==> src/rtl/code_loader.sv <==
// code_loader: boot sequencer that packs host bytes little-endian into 16-bit words,
//   writes them to code memory from address 0 upward, then releases the core via run.
// Latency: high-byte handshake in cycle N -> code_w_en in cycle N+1; run rises
//   HOLD_CYCLES+1 edges after load_end (or HOLD_CYCLES+1 edges after the final write).
// Backpressure: byte_ready only in LO/HI and never in a load_start/load_end cycle;
//   the WRITE cycle and a full memory stall the host.
//
// Ports:
//   clk, rst                 clock, asynchronous active-high reset
//   load_start, load_end     single-cycle control pulses from the host
//   byte_in/valid/ready      host byte stream (valid/ready)
//   code_w_en/addr_in/in     code memory write port
//   run, busy                core release, loader activity
//   word_count, err          words written this load, sticky odd-byte error
module code_loader #(
    parameter int ADDR_WIDTH  = 9,
    parameter int HOLD_CYCLES = 2
) (
    input  logic                  clk,
    input  logic                  rst,
    input  logic                  load_start,
    input  logic                  load_end,
    input  logic [7:0]            byte_in,
    input  logic                  byte_valid,
    output logic                  byte_ready,
    output logic                  code_w_en,
    output logic [ADDR_WIDTH-1:0] code_addr_in,
    output logic [15:0]           code_in,
    output logic                  run,
    output logic                  busy,
    output logic [ADDR_WIDTH:0]   word_count,
    output logic                  err
);

    // Hold counter only needs to reach HOLD_CYCLES-1.
    localparam int HW = (HOLD_CYCLES > 1) ? $clog2(HOLD_CYCLES) : 1;
    localparam logic [HW-1:0] HOLD_LAST = HW'(HOLD_CYCLES - 1);

    typedef enum logic [2:0] {
        S_IDLE,
        S_LO,
        S_HI,
        S_WRITE,
        S_HOLD,
        S_RUN
    } state_t;

    state_t                r_state;
    state_t                w_next;
    logic [ADDR_WIDTH-1:0] r_addr;
    logic [15:0]           r_data;
    logic [ADDR_WIDTH:0]   r_cnt;
    logic                  r_err;
    logic [HW-1:0]         r_hold;
    logic                  w_xfer;
    logic                  w_addr_last;

    assign byte_ready  = ((r_state == S_LO) || (r_state == S_HI)) & ~load_start & ~load_end;
    assign w_xfer      = byte_valid & byte_ready;
    assign w_addr_last = &r_addr;

    always_ff @(posedge clk or posedge rst) begin
        if (rst) begin
            r_state <= S_IDLE;
        end else begin
            r_state <= w_next;
        end
    end

    always_comb begin
        w_next = r_state;
        if (load_start) begin
            w_next = S_LO;
        end else begin
            case (r_state)
                S_LO: begin
                    if (load_end)    w_next = S_HOLD;
                    else if (w_xfer) w_next = S_HI;
                end
                S_HI: begin
                    if (load_end)    w_next = S_HOLD;
                    else if (w_xfer) w_next = S_WRITE;
                end
                // Writing the top address fills memory; stop accepting bytes.
                S_WRITE: w_next = w_addr_last ? S_HOLD : S_LO;
                S_HOLD: begin
                    if (r_hold == HOLD_LAST) w_next = S_RUN;
                end
                default: w_next = r_state;
            endcase
        end
    end

    always_ff @(posedge clk or posedge rst) begin
        if (rst) begin
            r_addr <= '0;
            r_data <= '0;
            r_cnt  <= '0;
            r_err  <= 1'b0;
            r_hold <= '0;
        end else begin
            if (load_start) begin
                r_addr <= '0;
                r_cnt  <= '0;
                r_err  <= 1'b0;
            end else begin
                case (r_state)
                    S_LO: begin
                        if (w_xfer) r_data[7:0] <= byte_in;
                    end
                    S_HI: begin
                        // Ending on a lone low byte drops it and flags the host.
                        if (load_end)    r_err <= 1'b1;
                        else if (w_xfer) r_data[15:8] <= byte_in;
                    end
                    S_WRITE: begin
                        r_addr <= r_addr + 1'b1;
                        r_cnt  <= r_cnt + 1'b1;
                    end
                    default: begin
                    end
                endcase
            end
            // Counter is zero on HOLD entry and counts its cycles there.
            if ((r_state == S_HOLD) && !load_start) r_hold <= r_hold + 1'b1;
            else                                    r_hold <= '0;
        end
    end

    assign code_w_en    = (r_state == S_WRITE);
    assign run          = (r_state == S_RUN);
    assign busy         = (r_state != S_IDLE) && (r_state != S_RUN);
    assign code_addr_in = r_addr;
    assign code_in      = r_data;
    assign word_count   = r_cnt;
    assign err          = r_err;

endmodule
==> config.mk <==
export PLATFORM = sky130hd
export DESIGN_NAME = code_loader
export DESIGN_NICKNAME = d
export VERILOG_FILES = /design/src/rtl/code_loader.sv
export SDC_FILE = /design/constraint.sdc
export NUM_CORES = 1
export LEC_CHECK = 0
export CAP_MARGIN = 20
export CORE_UTILIZATION = 33
export DETAILED_ROUTE_END_ITERATION = 8
export DONT_BUFFER_PORTS = 1
export SKIP_CTS_REPAIR_TIMING = 1
export SYNTH_ARGS = -nofsm -noshare
export SYNTH_HDL_FRONTEND = slang
export SYNTH_SLANG_ARGS = --single-unit
export TNS_END_PERCENT = 1
==> constraint.sdc <==
create_clock -name clk -period 1.62 [get_ports clk]
set_clock_uncertainty 0.2 [all_clocks]
set_input_delay 0.324 -clock clk [delete_from_list [all_inputs] [get_ports clk]]
set_output_delay 0.324 -clock clk [all_outputs]
set_load 0.005 [all_outputs]
==> flow_metrics.py <==
metrics = {
    "worst_setup_path": {
        "worst_setup_path_start_kind": "flip-flop",
        "critical-path-top-delay-family": "flip-flops",
        "path_buf_inv": 2,
        "worst_path_max_delay_cell": "dfrtp_2",
        "worstPathCellList": "and2b_1, o21ai_2, buf_4, inv_1",
        "path_length_in_cells_of_the_critical_path": 4,
        "rr_worst_depth": 5,
        "critical_path.max_fanout": 7,
        "worst_path_largest_cell_delay_ps": 450,
        "worst_ep_required_time_ps": 1100,
        "critical_path.endpoint_type": "primary output",
        "worst-setup-path-type": "flip-flop to primary output",
        "cp.arrival_ps": 1260,
    },
    "run": {
        "max-cap-violations": 0,
    },
    "synth": {
        "ys_seq_elements": 40,
        "dominantRegCellSynth": "dfrtp_1",
        "synth_async_sr_flop_share_pct": 100,
        "synth_top_cell_area_share_pct": 52.8,
        "synthesis.yosys.warnings": 0,
        "synth.avg_cell_area_sq_um": 11.3,
        "synth_cells": 168,
        "synth.cell_area_sq_um": 1900,
        "yosysUniqueCellTypes": 40,
        "ys_top_cells_by_count": "dfrtp_1 (40), nor2_1 (20), mux2_2 (16)",
        "synth_seq_area_share_pct": 52.8,
        "synthDominantAreaCellType": "dfrtp_1",
        "ys_top_cells_by_area": "dfrtp_1 (53%), mux2_2 (9.5%), nor2_1 (4.0%)",
        "syn_nets": 184,
        "synth_enable_flop_cells": 0,
        "yosysMostFrequentCell": "dfrtp_1",
    },
    "grt": {
        "grt_max_degree": 41,
        "antenna_found_initial": 0,
        "grt_overflow_total": 0,
        "first_global_vias": 1373,
        "track_usage_pct": 14.7,
        "grt_pass1_wl_mm": 6.69,
    },
    "clock_tree": {
        "clock_tree.buffer_depth": 2,
        "cts_num_sinks": 40,
        "cts.clk_slew.worst_paths_ps": 70,
        "clkLatencyLatePin_ps": 290,
        "clock_tree_from_tritoncts": "done",
        "cts-htree-levels": 2,
        "cts_inserted_buffers": 5,
        "cts_root_buf": "clkbuf_8",
    },
    "worst_hold_path": {
        "worstHoldPathCells": 2,
        "min_path_type": "primary input to flip-flop",
    },
    "place": {
        "postPlaceCellArea_sq_um": 2220,
        "place_hpwl_mm": 2.87,
        "placement.setup.worst_slack_ps": -105,
        "port_buffer_count": 0,
        "place.gp.congestion": 0.767,
        "placed_cells": 268,
    },
    "final_layout": {
        "sequential_cell_area_in_the_final_layout_sq_um": 1000,
        "finish.net_count": 232,
        "drive_above_1_share_pct": 35.9,
        "post_route_utilization_pct": 45.0,
        "antenna_cells_inserted": 0,
        "final-instance-count-excl-fill": 289,
        "post-route-cell-area_sq_um": 2480,
        "area_of_the_multi_input_gates_sq_um": 878,
        "areaGrowthSynthToFinish_pct": 30.7,
        "fillerInstances": 522,
    },
    "routing": {
        "route.detailed.vias_per_inst": 4.79,
        "drcViolationCount": 0,
        "totalWireLength_mm": 4.20,
        "drt-wirelength-per-cell_um": 14.5,
        "number_of_detailed_routing_iterations_run_before_antenna_repair": 4,
        "vias": 1385,
        "drt.antenna.violating_nets": 0,
        "initialDrtViolationCount": 68,
    },
    "outcome": {
        "failing_checks": "negative setup slack",
        "status": "complete, but fails checks",
    },
    "power_and_ir_drop": {
        "total_leakage_power_nw": 1.17,
        "max-vdd-ir-drop_mv": 0.462,
        "power_per_cell_area_nw_per_um2": 1080,
        "total_power_of_the_final_layout_mw": 2.67,
    },
    "sta": {
        "timing.hold.ws_ps": 13.8,
        "rsz0062_at_grt": "yes",
        "fin_setup_tns_ps": -825,
        "period_share_pct": 110,
        "max_freq_ghz": 0.561,
        "period_needed_ps": 1780,
        "finalSetupViolCount": 16,
        "max_slew_margin_pct": 49.8,
        "timing_worst_slew_pin_value_ps": 751,
        "finalHoldViolations": 0,
        "max_slew_violations": 0,
        "worst_slack_ps": -163,
    },
    "floorplan": {
        "count_of_boundary_i_o_pins": 53,
        "floorplan.die_area_sq_um": 6060,
        "core_area_sq_um": 5510,
        "rows": 27,
        "die_height_um": 77.8,
        "die_width_um": 77.8,
        "initial_core_utilization_pct": 34.4,
    },
}
[state kept, by name (all words and copies together) (netlist names)]
register and cells:
r_hold 1, word_count 10, code_addr_in 9, err 1, r_state 3, code_in 16
[cells in the final DEF (no fill, tap or decap), types with 3 or more instances in the layout]
cell           count
dfrtp_1           37
buf_4             36
nor2_1            19
mux2_2            16
nand2_1           13
dlygate4sd3_1     10
xnor2_1            8
xor2_1             7
clkbuf_8           6
a21oi_1            5
nand4_1            4
inv_1              4
nand3_1            3
and3_1             3
a31oi_1            3
nand3_2            3
dfrtp_2            3
[layout make-up]
cell class                 instances  share of cell area (%)
timing repair buffer              47                    15.7
clock buffer                       6                    3.33
clock inverter                     2                   0.404
inverter                           5                   0.959
tap                               72                    3.63
sequential                        40                    40.5
multi-input combinational        117                    35.4
[metal layers]
layer / vias to the layer above / wire length [um] / GRT usage [%]
li1: 675 / - / -
met4: 0 / 90 / 7.36
met1: 678 / 1700 / 16.6
met3: 7 / 272 / 5.65
met2: 25 / 2140 / 24.0
met5: - / 0 / 0
[power by group]
group	switching [mW]	internal (mW)
Combinational	0.275	0.399
Sequential	0.154	1.16
Clock	0.341	0.340
[cells by family (layout without fill, tap and decap cells)]
family / count (synthesis) / count (layout) / share of synthesized area, %
AND/OR/NAND/NOR: 65 / 65 / 18.9
AO/OA/AOI/OAI: 14 / 14 / 4.55
buffers and inverters: 11 / 60 / 2.90
flip-flops: 40 / 40 / 52.8
adder cells (fa/ha/maj): 3 / 3 / 1.98
multiplexers: 20 / 20 / 11.9
XOR/XNOR: 15 / 15 / 6.93
[worst paths after layout]
path                                         from                          end  slack (ps)
min                                      load_end              err$_DFFE_PP0P_          10
max reg2reg                r_state[1]$_DFFE_PP0P_    word_count[9]$_DFFE_PP0P_         -70
min reg2reg                code_in[4]$_DFFE_PP0P_       code_in[4]$_DFFE_PP0P_         340
max                        r_state[0]$_DFFE_PP0P_                   byte_ready        -160
min in group asynchronous                     rst  code_addr_in[2]$_DFFE_PP0P_         320
max in group asynchronous                     rst       r_state[1]$_DFFE_PP0P_         690
No activity file was read; power rests on OpenSTA's default activity.
